## config.mk

```make
export PLATFORM = sky130hd
export DESIGN_NAME = mem_access_stage
export DESIGN_NICKNAME = d
export VERILOG_FILES = /design/src/rtl/mips8_pkg.sv /design/src/rtl/mem_access_stage_wb_slot.sv /design/src/rtl/mem_access_stage.sv
export SDC_FILE = /design/constraint.sdc
export NUM_CORES = 1
export LEC_CHECK = 0
export BUFFER_PORTS_ARGS = -buffer_cell sky130_fd_sc_hd__buf_2
export CORE_MARGIN = 4
export CORE_UTILIZATION = 44
export DETAILED_ROUTE_END_ITERATION = 12
export PLACE_DENSITY = 0.94
export SYNTH_ARGS = -nofsm -noshare
export SYNTH_HDL_FRONTEND = slang
export SYNTH_SLANG_ARGS = --single-unit
export TNS_END_PERCENT = 10
```

## constraint.sdc

```tcl
create_clock -name clk -period 3.1 [get_ports clk]
set_input_delay 0.465 -clock clk [delete_from_list [all_inputs] [get_ports clk]]
set_output_delay 0.465 -clock clk [all_outputs]
set_load 0.005 [all_outputs]
```

## src/rtl/mips8_pkg.sv

```systemverilog
// Shared definitions for the 8-bit MIPS core: widths, MEM-stage opcodes and
// MEM-stage FSM state encodings.
package mips8_pkg;

  localparam int ADDR_W = 8;
  localparam int DATA_W = 8;
  localparam int REG_W  = 3;

  typedef logic [1:0] ex_op_t;

  localparam ex_op_t OP_PASS    = 2'b00;
  localparam ex_op_t OP_LOAD    = 2'b01;
  localparam ex_op_t OP_STORE   = 2'b10;
  localparam ex_op_t OP_ILLEGAL = 2'b11;

  typedef logic [0:0] state_t;

  localparam state_t ST_IDLE = 1'b0;
  localparam state_t ST_READ = 1'b1;

  // Only PASS and LOAD produce a value that writeback commits to the register file.
  function automatic logic op_writes_reg(input ex_op_t op);
    return (op == OP_PASS) || (op == OP_LOAD);
  endfunction

endpackage

```

## src/rtl/mem_access_stage_wb_slot.sv

```systemverilog
// One-entry valid/ready output register between the MEM stage and writeback.
// A load takes priority over a drain, so a same-edge consume-and-refill keeps valid high.
module wb_slot
  import mips8_pkg::*;
#(
  parameter int DATA_W_P = DATA_W,
  parameter int REG_W_P  = REG_W
) (
  input  logic                clk,
  input  logic                reset,
  input  logic                load,
  input  logic [DATA_W_P-1:0] load_data,
  input  logic [REG_W_P-1:0]  load_rd,
  input  logic                load_reg_write,
  input  logic                ready,
  output logic                slot_free,
  output logic                valid,
  output logic [DATA_W_P-1:0] data,
  output logic [REG_W_P-1:0]  rd,
  output logic                reg_write
);

  assign slot_free = !valid || ready;

  // NOTE: sequential state is written with non-blocking assignments only, so
  // every flop samples the pre-edge values regardless of block ordering.
  always_ff @(posedge clk or posedge reset) begin
    if (reset) begin
      valid     <= 1'b0;
      data      <= '0;
      rd        <= '0;
      reg_write <= 1'b0;
    end else if (load) begin
      valid     <= 1'b1;
      data      <= load_data;
      rd        <= load_rd;
      reg_write <= load_reg_write;
    end else if (ready) begin
      valid     <= 1'b0;
    end
  end

endmodule

```

## src/rtl/mem_access_stage.sv

```systemverilog
// MEM pipeline stage: issues loads/stores to data_memory, captures load data one
// cycle after issue and hands results to writeback through a one-entry slot.
module mem_access_stage
  import mips8_pkg::*;
#(
  parameter int ADDR_W = mips8_pkg::ADDR_W,
  parameter int DATA_W = mips8_pkg::DATA_W,
  parameter int REG_W  = mips8_pkg::REG_W
) (
  input  logic              clk,
  input  logic              reset,
  input  logic              ex_valid,
  output logic              ex_ready,
  input  logic [1:0]        ex_op,
  input  logic [ADDR_W-1:0] ex_addr,
  input  logic [DATA_W-1:0] ex_wdata,
  input  logic [REG_W-1:0]  ex_rd,
  output logic [ADDR_W-1:0] mem_address,
  output logic [DATA_W-1:0] mem_data_in,
  output logic              mem_write_enable,
  output logic              mem_read_enable,
  input  logic [DATA_W-1:0] mem_data_out,
  output logic              wb_valid,
  input  logic              wb_ready,
  output logic [DATA_W-1:0] wb_data,
  output logic [REG_W-1:0]  wb_rd,
  output logic              wb_reg_write,
  output logic              err_illegal
);

  state_t            state;
  logic [REG_W-1:0]  load_rd_q;
  logic              slot_free;
  logic              accept;
  logic              slot_load;
  logic [DATA_W-1:0] slot_data;
  logic [REG_W-1:0]  slot_rd;
  logic              slot_reg_write;

  // Gating with reset keeps a store that coincides with reset assertion out of memory.
  assign ex_ready = (state == ST_IDLE) && slot_free && !reset;
  assign accept   = ex_valid && ex_ready;

  assign mem_address      = ex_addr;
  assign mem_data_in      = ex_wdata;
  assign mem_read_enable  = accept && (ex_op == OP_LOAD);
  assign mem_write_enable = accept && (ex_op == OP_STORE);

  // NOTE: every signal driven here gets a default first so no path leaves it
  // unassigned, which would otherwise infer a latch.
  always_comb begin
    slot_load      = 1'b0;
    slot_data      = '0;
    slot_rd        = ex_rd;
    slot_reg_write = 1'b0;
    if (state == ST_READ) begin
      slot_load      = 1'b1;
      slot_data      = mem_data_out;
      slot_rd        = load_rd_q;
      slot_reg_write = 1'b1;
    end else if (accept && (ex_op != OP_LOAD)) begin
      slot_load      = 1'b1;
      slot_data      = (ex_op == OP_PASS) ? ex_wdata : '0;
      slot_reg_write = op_writes_reg(ex_op);
    end
  end

  // READ always returns to IDLE: the slot was free at accept and nothing filled it since.
  always_ff @(posedge clk or posedge reset) begin
    if (reset) begin
      state     <= ST_IDLE;
      load_rd_q <= '0;
    end else begin
      case (state)
        ST_IDLE: begin
          if (accept && (ex_op == OP_LOAD)) begin
            state     <= ST_READ;
            load_rd_q <= ex_rd;
          end
        end
        ST_READ: state <= ST_IDLE;
        default: state <= ST_IDLE;
      endcase
    end
  end

  always_ff @(posedge clk or posedge reset) begin
    if (reset) begin
      err_illegal <= 1'b0;
    end else if (accept && (ex_op == OP_ILLEGAL)) begin
      err_illegal <= 1'b1;
    end
  end

  wb_slot #(
    .DATA_W_P (DATA_W),
    .REG_W_P  (REG_W)
  ) u_wb_slot (
    .clk            (clk),
    .reset          (reset),
    .load           (slot_load),
    .load_data      (slot_data),
    .load_rd        (slot_rd),
    .load_reg_write (slot_reg_write),
    .ready          (wb_ready),
    .slot_free      (slot_free),
    .valid          (wb_valid),
    .data           (wb_data),
    .rd             (wb_rd),
    .reg_write      (wb_reg_write)
  );

endmodule

```

# [Yosys cells after proc, flatten, opt, wreduce, memory -nomap -nowiden]
# Cells that the tools add are included.
[op_classes] eq_ne=4 muxes=12 bitwise_logic=1 reduce_logical=14
[op_table] cell="two-way mux 8 bit" count=3
[op_table] cell="logical AND 1 bit" count=7
[op_table] cell="two-way mux 1 bit" count=7
[op_table] cell="equality test 2 bit, second input constant" count=2
[op_table] cell="two-way mux 3 bit" count=1
[op_table] cell="equality test 2 x 1 -> 1 bit, second input constant" count=1
[op_table] cell="zero test 1 bit" count=2
[op_table] cell="zero test 2 bit" count=1
[op_table] cell="logical OR 1 bit" count=2
[op_table] cell="inequality test 2 x 1 -> 1 bit, second input constant" count=1
[op_table] cell="case mux 1 bit (2 select lines)" count=1
[op_table] cell="AND reduction 2 bit" count=1
[op_table] cell="nonzero test 2 bit" count=1
[op_table] cell="NOT 1 bit" count=1
[word_totals] reg_bits=18 input_bits=33 out_inout_bits=33 elab_cells=38

# [Longest topological paths before layout]
# Gate-level depths: netlist of the first run.
[logic_depth] word_depth=9 depth_mapped=5

# [Hierarchy]
# From an unflattened synthesis of the first run, not the netlist that was laid out.
[hier_totals] cells_unflattened=78 area_unflattened_um2=1006.0
[by_module_without_submodules] module="wb_slot" instances=1 cells_each=29 area_per_inst_um2=521.8
[by_module_without_submodules] module="mem_access_stage" instances=1 cells_each=49 area_per_inst_um2=484.2

# [Worst setup path before layout of the first run]
# OpenSTA, ideal clock, no wires.
[synth_timing] path_kind="input port to flip-flop" from="in reset" to="reg u_wb_slot.rd[0]" setup_ns=0.125 arrival_time_ns=1.573 required_time_ns=2.975 setup_slack_ns=1.402 cell_stages=3 path_buffers=0 path_cell_list="inv_1 -> a41o_2 -> mux2_4"
[synth_between] elab_chain_cells=6
[synth_rtl] element="start: declaration" line="mem_access_stage.sv:11" text="input logic reset,"
[synth_rtl] element="zero test 1 bit (no line)"
[synth_rtl] element="logical AND 1 bit" line="mem_access_stage.sv:41" text="assign ex_ready = (state == ST_IDLE) && slot_free && !reset;"
[synth_rtl] element="logical AND 1 bit" line="mem_access_stage.sv:42" text="assign accept = ex_valid && ex_ready;"
[synth_rtl] element="logical AND 1 bit" line="mem_access_stage.sv:61" text="end else if (accept && (ex_op != OP_LOAD)) begin"
[synth_rtl] element="two-way mux 1 bit" line="mem_access_stage.sv:61"
[synth_rtl] element="two-way mux 1 bit" line="mem_access_stage.sv:56" text="if (state == ST_READ) begin"
[synth_rtl] element="end signal: assignment" line="mem_access_stage_wb_slot.sv:36" text="rd <= load_rd;"
[synth_rtl] element="end: declaration" line="mem_access_stage_wb_slot.sv:19" text="output logic [REG_W_P-1:0] rd,"
# Every way passes these cells.
# A chain may end at the register's enable or synchronous reset.

# [Worst setup path after layout of the first run]
[layout_timing] from="reg state" to="out mem_write_enable"
[layout_between] elab_chain_cells=5
[layout_rtl] element="start: declaration" line="mem_access_stage.sv:31" text="state_t state;"
[layout_rtl] element="start signal: assignment" line="mem_access_stage.sv:71" text="state <= ST_IDLE;"
[layout_rtl] element="start signal: assignment" line="mem_access_stage.sv:77" text="state <= ST_READ;"
[layout_rtl] element="start signal: assignment" line="mem_access_stage.sv:81" text="ST_READ: state <= ST_IDLE;"
[layout_rtl] element="NOT 1 bit (no line)"
[layout_rtl] element="logical AND 1 bit (2 in series)" line="mem_access_stage.sv:41"
[layout_rtl] element="logical AND 1 bit" line="mem_access_stage.sv:42"
[layout_rtl] element="logical AND 1 bit" line="mem_access_stage.sv:47" text="assign mem_write_enable = accept && (ex_op == OP_STORE);"
[layout_rtl] element="end: declaration" line="mem_access_stage.sv:20" text="output logic mem_write_enable,"
# Every way passes these cells.

==> impl_metrics.py, run 1 <==
metrics = {
    "routing": {
        "dr_wl_met3_um": 184,
        "routedWlPerCell_um": 14.6,
        "post-route-drc-count": 0,
        "top_layer": "met4",
        "drt_wl_total_um": 2160,
        "drt_iter0_markers": 5,
        "via_count": 753,
        "viasPerCell": 5.09,
        "drt-pass1-iter-count": 2,
        "dr_wl_met2_um": 1050,
        "m1WireLength_um": 910,
        "antenna_left": 0,
    },
    "power": {
        "clkPwrFrac": 0.241,
        "p_seq_frac": 0.513,
        "p_leak_nw": 0.655,
        "p_comb_frac": 0.246,
        "p_switching_w": 0.000157,
        "p_per_area_mw_per_mm2": 495,
        "p_sw_frac": 0.264,
        "ir_drop_v": 0.000210,
        "p_int_w": 0.000436,
    },
    "finish": {
        "final_util": 0.541,
        "num_antenna_cells": 0,
        "nNetsFinal": 154,
        "fillers": 215,
        "drive_gt1_frac": 0.592,
        "final_area_mm2": 0.00120,
        "area_delta_synth_final_pct": 17.3,
    },
    "synth": {
        "synth_cells": 85,
        "ys_seq_area_frac": 0.442,
        "syn_nets": 118,
        "synth-edff-count": 0,
        "ys.flop_type": "dfrtp_1",
        "synth-seq-cells": 18,
        "ys_warn_count": 0,
        "ys_types": 24,
        "synthArstFlopShare": 1.00,
        "synth.avg_cell_area_um2": 12.0,
        "synthTopCellsByArea": "dfrtp_1 44%, buf_4 12%, a221o_1 6.9%",
        "synth_top_area_cell": "dfrtp_1",
        "syn_area_mm2": 0.00102,
        "ys_top_cells_by_count": "18 x dfrtp_1, 16 x buf_4, 8 x and2_1",
        "synth_top_area_frac": 0.442,
        "synth_most_common_cell": "dfrtp_1",
    },
    "critical_path": {
        "r2r_end": "u_wb_slot.data[4]",
        "cpMaxStageDelayCell": "dfrtp_1",
        "r2r_slack_ns": 1.50,
        "critical_path_arrival_ns": 1.64,
        "slowest_delay_ns": 0.60,
        "path_cells": "nor2_2 -> nand4b_1 -> nor2_1 -> buf_2",
        "r2r-start": "state",
        "worstPathMaxFanout": 16,
        "path_class": "flip-flop to output pin",
        "start_kind": "flip-flop",
        "setup.worst_path.end_class": "output pin",
        "required_ns": 2.63,
        "ff2ff_path_depth": 3,
    },
    "place": {
        "dpl_cell_area_mm2": 0.00116,
        "place.gp.congestion": 0.750,
        "place_ws_ns": 1.31,
        "port_buffers": 49,
        "dp_hpwl_um": 1730,
    },
    "grt": {
        "grt_max_degree": 17,
        "grt_pass1_wl_um": 3820,
        "grt_pass1_vias": 865,
        "antenna_found_initial": 0,
        "groute.usage.overall": 0.151,
        "overflow": 0,
    },
    "timing": {
        "rsz0062_at_grt": "false",
        "relSlewSlack": 0.624,
        "tns_ns": 0,
        "fmax_ghz": 0.474,
        "skew_ns": 0.00707,
        "setup_viol_count_final": 0,
        "setup_slack_ns": 0.991,
        "finalCritPeriodShare": 0.680,
        "period_needed_ns": 2.11,
        "tightestPinTransition_ns": 0.564,
        "drv_slew": 0,
        "finalHoldViolCount": 0,
        "timing.hold.ws_ns": 0.0652,
    },
    "floorplan": {
        "die_width_um": 56.1,
        "fp-row-count": 17,
        "core_area_mm2": 0.00221,
        "die_h_um": 56.1,
        "die-area_mm2": 0.00315,
        "initial_utilization": 0.461,
        "io_pins": 66,
    },
    "clock_network": {
        "cts.sink_count": 18,
        "path_clk_slew_ns": 0.10,
        "cts_tree": "yes",
        "postCtsSetupBuffers": 0,
        "clock-root-buffer": "clkbuf_4",
        "h-tree-depth": 1,
        "clk_latency_ns": 0.29,
        "cts_resized": 0,
        "cts_buffer_depth": 2,
        "cts_buffers": 3,
        "hold_buffers": 0,
    },
    "flow_run": {
        "cap_violations": 0,
    },
    "status": {
        "status": "completed",
    },
    "worst_hold_path": {
        "min_path_type": "input pin to asynchronous set/reset pin",
    },
}
==> how the worst max path moves through the flow <==
stage                from  cells after the start  slack [ns]                to
finish              state                      4        0.99  mem_write_enable
floorplan           reset                      3        1.40   u_wb_slot.rd[0]
global placement    state                      4        1.36  mem_write_enable
global route        state                      4        0.84  mem_write_enable
CTS                 state                      4        0.98  mem_write_enable
detailed placement  reset                      5        1.31   u_wb_slot.rd[2]
==> power by group through the flow <==
| stage | clock network [W] | logic [W] | registers (W) |
|---|---|---|---|
| floorplan | 0 | 0.0000915 | 0.000305 |
| global placement | 0 | 0.000143 | 0.000306 |
| detailed placement | 0 | 0.000149 | 0.000307 |
| CTS | 0.000149 | 0.000149 | 0.000304 |
| global route | 0.000161 | 0.000163 | 0.000310 |
| finish | 0.000143 | 0.000146 | 0.000304 |
==> sequential cells by signal, summed over array words and instances, names as in the netlist <==
signal,cells
state,1
u_wb_slot.data,8
u_wb_slot.valid,1
load_rd_q,3
u_wb_slot.reg_write,1
u_wb_slot.rd,3
err_illegal,1
==> layout make-up <==
type                            count  area, µm²  area share
Sequential cell                    18        450       0.377
Multi-Input combinational cell     43        403       0.337
Timing Repair Buffer               50        253       0.211
Inverter                            5       18.8      0.0157
Clock buffer                        4       36.3      0.0303
Tap cell                           28       35.0      0.0293
==> placed cells by master, fill, tap and decap left out, types with 2 or more instances in the layout <==
cell type / instances
buf_2: 49
dfrtp_1: 18
and2_1: 8
a221o_1: 7
inv_1: 5
mux2_2: 5
mux2_4: 4
nand2_1: 3
clkbuf_4: 3
nand2b_4: 2
nor2_1: 2
==> metal layers <==
metal  vias up  track usage
li1        357            -
met1       357        0.187
met2        37        0.239
met3         2       0.0464
met4         0       0.0678
met5         -            0
==> critical path, delay by kind of cell, from the launching register on <==
family        cells  cell delay (ns)
flops             1             0.60
buf+inv           1             0.12
simple gates      3             0.63
==> kinds of logic (layout without fill, tap and decap cells) <==
| group | count (synthesis) | in the layout | share of synthesized area |
|---|---|---|---|
| simple gates | 22 | 22 | 0.150 |
| flops | 18 | 18 | 0.442 |
| buf+inv | 24 | 59 | 0.163 |
| compound gates | 12 | 12 | 0.131 |
| mux | 9 | 9 | 0.114 |
==> stage by stage <==
stage	instances	total power (W)
2_1_floorplan	85	0.000397
3_5_place_dp	144	0.000456
6_report	148	0.000592
3_3_place_gp	144	0.000450
5_1_grt	148	0.000633
4_1_cts	148	0.000603
No activity file was read; power rests on OpenSTA's default activity.
==> run 2: changes to the inputs <==
--- a/config.mk
+++ b/config.mk
@@ -7,9 +7,9 @@
 export LEC_CHECK = 0
 export BUFFER_PORTS_ARGS = -buffer_cell sky130_fd_sc_hd__buf_2
 export CORE_MARGIN = 4
-export CORE_UTILIZATION = 44
+export CORE_UTILIZATION = 37
 export DETAILED_ROUTE_END_ITERATION = 12
-export PLACE_DENSITY = 0.94
+export PLACE_DENSITY = 0.85
 export SYNTH_ARGS = -nofsm -noshare
 export SYNTH_HDL_FRONTEND = slang
 export SYNTH_SLANG_ARGS = --single-unit
==> constraint.sdc (replaced) <==
create_clock -name clk -period 1.7 [get_ports clk]
set_input_delay 0.255 -clock clk [delete_from_list [all_inputs] [get_ports clk]]
set_output_delay 0.255 -clock clk [all_outputs]
set_load 0.005 [all_outputs]
==> impl_metrics.py, run 2 (synthesized netlist as in run 1, its figures left out) <==
metrics = {
    "floorplan": {
        "initial_utilization": 0.401,
        "die_width_um": 60.5,
        "die-area_mm2": 0.00366,
        "fp-row-count": 18,
        "io_pins": 66,
        "die_h_um": 60.5,
        "core_area_mm2": 0.00254,
    },
    "routing": {
        "viasPerCell": 5.02,
        "routedWlPerCell_um": 15.6,
        "drt-pass1-iter-count": 4,
        "antenna_left": 0,
        "via_count": 763,
        "drt_wl_total_um": 2380,
        "post-route-drc-count": 0,
        "drt_iter0_markers": 15,
    },
    "grt": {
        "groute.usage.overall": 0.134,
        "grt_pass1_vias": 794,
        "grt_pass1_wl_um": 3600,
        "overflow": 0,
        "grt_max_degree": 14,
        "antenna_found_initial": 0,
    },
    "power": {
        "power.total_w": 0.00103,
        "ir_drop_v": 0.000420,
        "p_leak_nw": 0.661,
        "p_per_area_mw_per_mm2": 847,
    },
    "timing": {
        "drv_slew": 0,
        "period_needed_ns": 1.59,
        "finalHoldViolCount": 0,
        "finalCritPeriodShare": 0.936,
        "timing.hold.ws_ns": 0.184,
        "tightestPinTransition_ns": 0.325,
        "relSlewSlack": 0.783,
        "skew_ns": 0.00136,
        "setup_slack_ns": 0.109,
        "setup_viol_count_final": 0,
        "fmax_ghz": 0.629,
        "tns_ns": 0,
    },
    "clock_network": {
        "cts.sink_count": 18,
        "path_clk_slew_ns": 0.09,
        "cts_tree": "yes",
        "clk_latency_ns": 0.28,
        "h-tree-depth": 1,
        "cts_buffers": 3,
        "cts_buffer_depth": 2,
        "clock-root-buffer": "clkbuf_4",
    },
    "place": {
        "port_buffers": 49,
        "dp_hpwl_um": 1920,
        "dpl_cell_area_mm2": 0.00117,
        "place.gp.congestion": 0.802,
        "place_ws_ns": 0.283,
    },
    "finish": {
        "regArea_um2": 452,
        "fillers": 237,
        "num_antenna_cells": 0,
        "drive_gt1_frac": 0.607,
        "top_regs": "u_wb_slot.data: 8 flops, load_rd_q: 3 flops, u_wb_slot.rd: 3 flops",
        "area_delta_synth_final_pct": 19.3,
        "nNetsFinal": 157,
        "final_area_mm2": 0.00122,
        "final_common_cell": "buf_2",
        "layout_common_cells": "49 x buf_2, 17 x dfrtp_1, 8 x and2_1",
        "largest_reg_flops": 8,
        "multi_input_area_um2": 408,
        "top_register": "u_wb_slot.data",
    },
    "critical_path": {
        "critical_path_arrival_ns": 1.34,
        "setup.worst_path.end_class": "output pin",
        "required_ns": 1.44,
        "r2r-start": "state",
        "ff2ff_path_depth": 4,
        "r2r_slack_ns": 0.22,
        "worstPathMaxFanout": 5,
        "path_class": "flip-flop to output pin",
        "start_kind": "flip-flop",
        "r2r_end": "u_wb_slot.data[6]",
    },
    "worst_hold_path": {
        "hold_depth": 3,
        "min_path_type": "input pin to flip-flop",
        "min_to": "u_wb_slot.data[7]",
        "min_from": "mem_data_out[7]",
    },
    "status": {
        "status": "completed",
    },
    "flow_run": {
        "cap_violations": 0,
    },
}
-- run 2: cell count changes in the layout (fill, tap and decap cells not counted) --
| cell | change |
|---|---|
| buf_4 | +2 |
| clkbuf_8 | -1 |
| dfrtp_1 | -1 |
| dfrtp_2 | +1 |
| dlygate4sd3_1 | +1 |
| inv_1 | -1 |
| inv_2 | +1 |
| nor2_2 | -1 |
| nor2_4 | +1 |
-- run 2: cell type report --
class | instances | share of cell area
inverters | 5 | 0.0154
multi-input cells | 43 | 0.335
well taps | 30 | 0.0309
flip-flops and latches | 18 | 0.371
clock buffers | 3 | 0.0185
repair buffers | 53 | 0.228
-- run 2: worst max-delay path by stage --
stage	from	end	cells past startpoint
6_report	state	mem_write_enable	4
5_1_grt	state	mem_write_enable	4
4_1_cts	state	mem_write_enable	4
3_5_place_dp	state	mem_write_enable	4
3_3_place_gp	state	u_wb_slot.rd[1]	3
2_1_floorplan	reset	u_wb_slot.rd[0]	3
-- run 2: where the power goes --
part           switching, W  internal, W  leakage [nW]
clock              0.000119    0.0000823        0.0138
combinational      0.000115     0.000162         0.426
sequential        0.0000452     0.000506         0.222
total              0.000279     0.000751         0.661
-- run 2: per-stage QoR --
| stage | utilization | std cells |
|---|---|---|
| 6_report | 0.478 | 152 |
| 5_1_grt | 0.478 | 152 |
| 4_1_cts | 0.474 | 151 |
| 3_5_place_dp | 0.460 | 147 |
| 3_3_place_gp | 0.460 | 147 |
| 2_1_floorplan | - | 85 |
-- run 2: repair_timing --
item | CTS | global route
setup endpoints to repair | 2 | 6
buffers inserted | 0 | 1
hold endpoints to repair | 5 | 0
gates resized for setup | 1 | 2
pin swaps | 0 | 1
hold buffers | 1 | 0
-- run 2: metal layers --
metal,vias up,part of all wire,track usage
met5,-,0,0
met4,0,0.025,0.0898
met3,6,0.076,0.0128
met2,34,0.51,0.230
met1,365,0.39,0.158
li1,358,-,-
-- run 2: worst max-delay path, cell delays in order, from the launching register on --
cell	delay, ns
dfrtp_2	0.45
nor2_4	0.16
nand4b_1	0.19
nor2_1	0.12
buf_2	0.12
==> run 3: changes to the inputs <==
--- a/config.mk
+++ b/config.mk
@@ -7,9 +7,9 @@
 export LEC_CHECK = 0
 export BUFFER_PORTS_ARGS = -buffer_cell sky130_fd_sc_hd__buf_2
 export CORE_MARGIN = 4
-export CORE_UTILIZATION = 37
+export CORE_UTILIZATION = 44
 export DETAILED_ROUTE_END_ITERATION = 12
-export PLACE_DENSITY = 0.85
+export PLACE_DENSITY = 0.94
 export SYNTH_ARGS = -nofsm -noshare
 export SYNTH_HDL_FRONTEND = slang
 export SYNTH_SLANG_ARGS = --single-unit
==> constraint.sdc (replaced) <==
create_clock -name clk -period 1.92 [get_ports clk]
set_input_delay 0.288 -clock clk [delete_from_list [all_inputs] [get_ports clk]]
set_output_delay 0.288 -clock clk [all_outputs]
set_load 0.005 [all_outputs]
==> impl_metrics.py, run 3 (synthesized netlist as in run 1, its figures left out) <==
metrics = {
    "finish": {
        "num_antenna_cells": 0,
        "largest_reg_flops": 8,
        "top_register": "u_wb_slot.data",
        "drive_gt1_frac": 0.595,
        "layout_common_cells": "49 x buf_2, 17 x dfrtp_1, 8 x and2_1",
        "top_regs": "u_wb_slot.data: 8 flops, load_rd_q: 3 flops, u_wb_slot.rd: 3 flops",
        "area_delta_synth_final_pct": 18.3,
        "nNetsFinal": 156,
        "final_common_cell": "buf_2",
    },
    "critical_path": {
        "critical_path_arrival_ns": 1.48,
        "required_ns": 1.63,
        "setup.worst_path.end_class": "output pin",
        "path_class": "input pin to output pin",
        "start_kind": "input pin",
        "worstPathMaxFanout": 5,
    },
    "timing": {
        "finalCritPeriodShare": 0.921,
        "relSlewSlack": 0.790,
        "fmax_ghz": 0.566,
        "finalHoldViolCount": 0,
        "skew_ns": 0.00894,
        "tightestPinTransition_ns": 0.315,
        "tns_ns": 0,
        "setup_slack_ns": 0.152,
        "period_needed_ns": 1.77,
        "setup_viol_count_final": 0,
        "drv_slew": 0,
        "rsz0062_at_grt": "false",
    },
    "grt": {
        "grt_pass1_wl_um": 3720,
        "antenna_found_initial": 0,
        "groute.usage.overall": 0.154,
        "overflow": 0,
        "grt_pass1_vias": 827,
        "grt_max_degree": 17,
    },
    "routing": {
        "post-route-drc-count": 0,
        "viasPerCell": 5.17,
        "drt-pass1-iter-count": 4,
        "routedWlPerCell_um": 15.4,
        "drt_iter0_markers": 6,
        "via_count": 770,
        "drt_wl_total_um": 2300,
        "antenna_left": 0,
    },
    "place": {
        "dp_hpwl_um": 1890,
        "port_buffers": 49,
        "place_ws_ns": 0.377,
        "place.gp.congestion": 0.739,
    },
    "power": {
        "p_per_area_mw_per_mm2": 762,
        "p_comb_frac": 0.266,
        "ir_drop_v": 0.000382,
        "p_switching_w": 0.000255,
        "p_sw_frac": 0.277,
        "p_int_w": 0.000664,
        "p_seq_frac": 0.533,
        "p_leak_nw": 0.656,
        "clkPwrFrac": 0.201,
    },
    "clock_network": {
        "cts_buffers": 3,
        "h-tree-depth": 1,
        "path_clk_slew_ns": 0.10,
        "cts.sink_count": 18,
        "cts_tree": "yes",
        "clock-root-buffer": "clkbuf_4",
        "clk_latency_ns": 0.29,
        "postCtsSetupBuffers": 0,
        "cts_buffer_depth": 2,
    },
    "floorplan": {
        "die_h_um": 56.1,
        "fp-row-count": 17,
        "initial_utilization": 0.461,
        "die-area_mm2": 0.00315,
        "die_width_um": 56.1,
        "io_pins": 66,
        "core_area_mm2": 0.00221,
    },
    "worst_hold_path": {
        "min_path_type": "input pin to flip-flop",
    },
    "status": {
        "status": "completed",
    },
    "flow_run": {
        "cap_violations": 0,
    },
}
[run 3: cell count changes in the layout (fill, tap and decap cells not counted), sizes merged]
cell / previous run / this run
buf: 52 / 51
[run 3: final timing paths]
kind | from | to | slack (ns) | depth (start not counted)
max in group asynchronous | reset | u_wb_slot.rd[0] | 1.00 | 4
min in group asynchronous | reset | u_wb_slot.reg_write | 0.50 | 3
min reg2reg | err_illegal | err_illegal | 0.47 | 1
max reg2reg | state | u_wb_slot.data[3] | 0.47 | 3
max | reset | mem_write_enable | 0.15 | 6
min | mem_data_out[7] | u_wb_slot.data[7] | 0.21 | 3
[run 3: layout make-up]
class                           count  area (µm²)
Timing Repair Buffer               52         270
Tap cell                           28        35.0
Fill cell                         223        1010
Inverter                            5        18.8
Sequential cell                    18         452
Multi-Input combinational cell     43         408
Clock buffer                        3        22.5
[run 3: layer usage]
metal	wire length [µm]	track usage
met5	0	0
met4	36	0.0712
met3	207	0.0394
met2	1170	0.275
met1	884	0.167
[run 3: worst max-delay path, stage by stage]
cell           delay [ns]
dlygate4sd3_1        0.53
buf_2                0.14
nor2_4               0.12
nand4b_1             0.17
nor2_1               0.11
buf_2                0.12
[run 3: timing repair]
item                                    4_1_cts  5_1_grt
hold buffers                                  1        0
hold endpoints to repair                      3        0
endpoints found under the setup margin        0        2
gates resized for setup                       0        2
[run 3: per-stage QoR]
stage	utilization	hold slack, ns	cell area [µm²]	instances	power, W
finish	0.545	0.210	1210	149	0.000919
global route	0.545	0.237	1210	149	0.000971
CTS	0.542	0.201	1200	149	0.000930
detailed placement	0.528	0.254	1170	145	0.000743
global placement	0.528	0.246	1170	145	0.000725
floorplan	-	0.264	1020	85	0.000641
[run 3: power by group through the flow]
stage / sequential, W / clock (W) / combinational, W
2_1_floorplan: 0.000493 / 0 / 0.000148
3_3_place_gp: 0.000491 / 0 / 0.000234
3_5_place_dp: 0.000495 / 0 / 0.000248
4_1_cts: 0.000489 / 0.000192 / 0.000249
5_1_grt: 0.000499 / 0.000203 / 0.000270
6_report: 0.000490 / 0.000185 / 0.000244
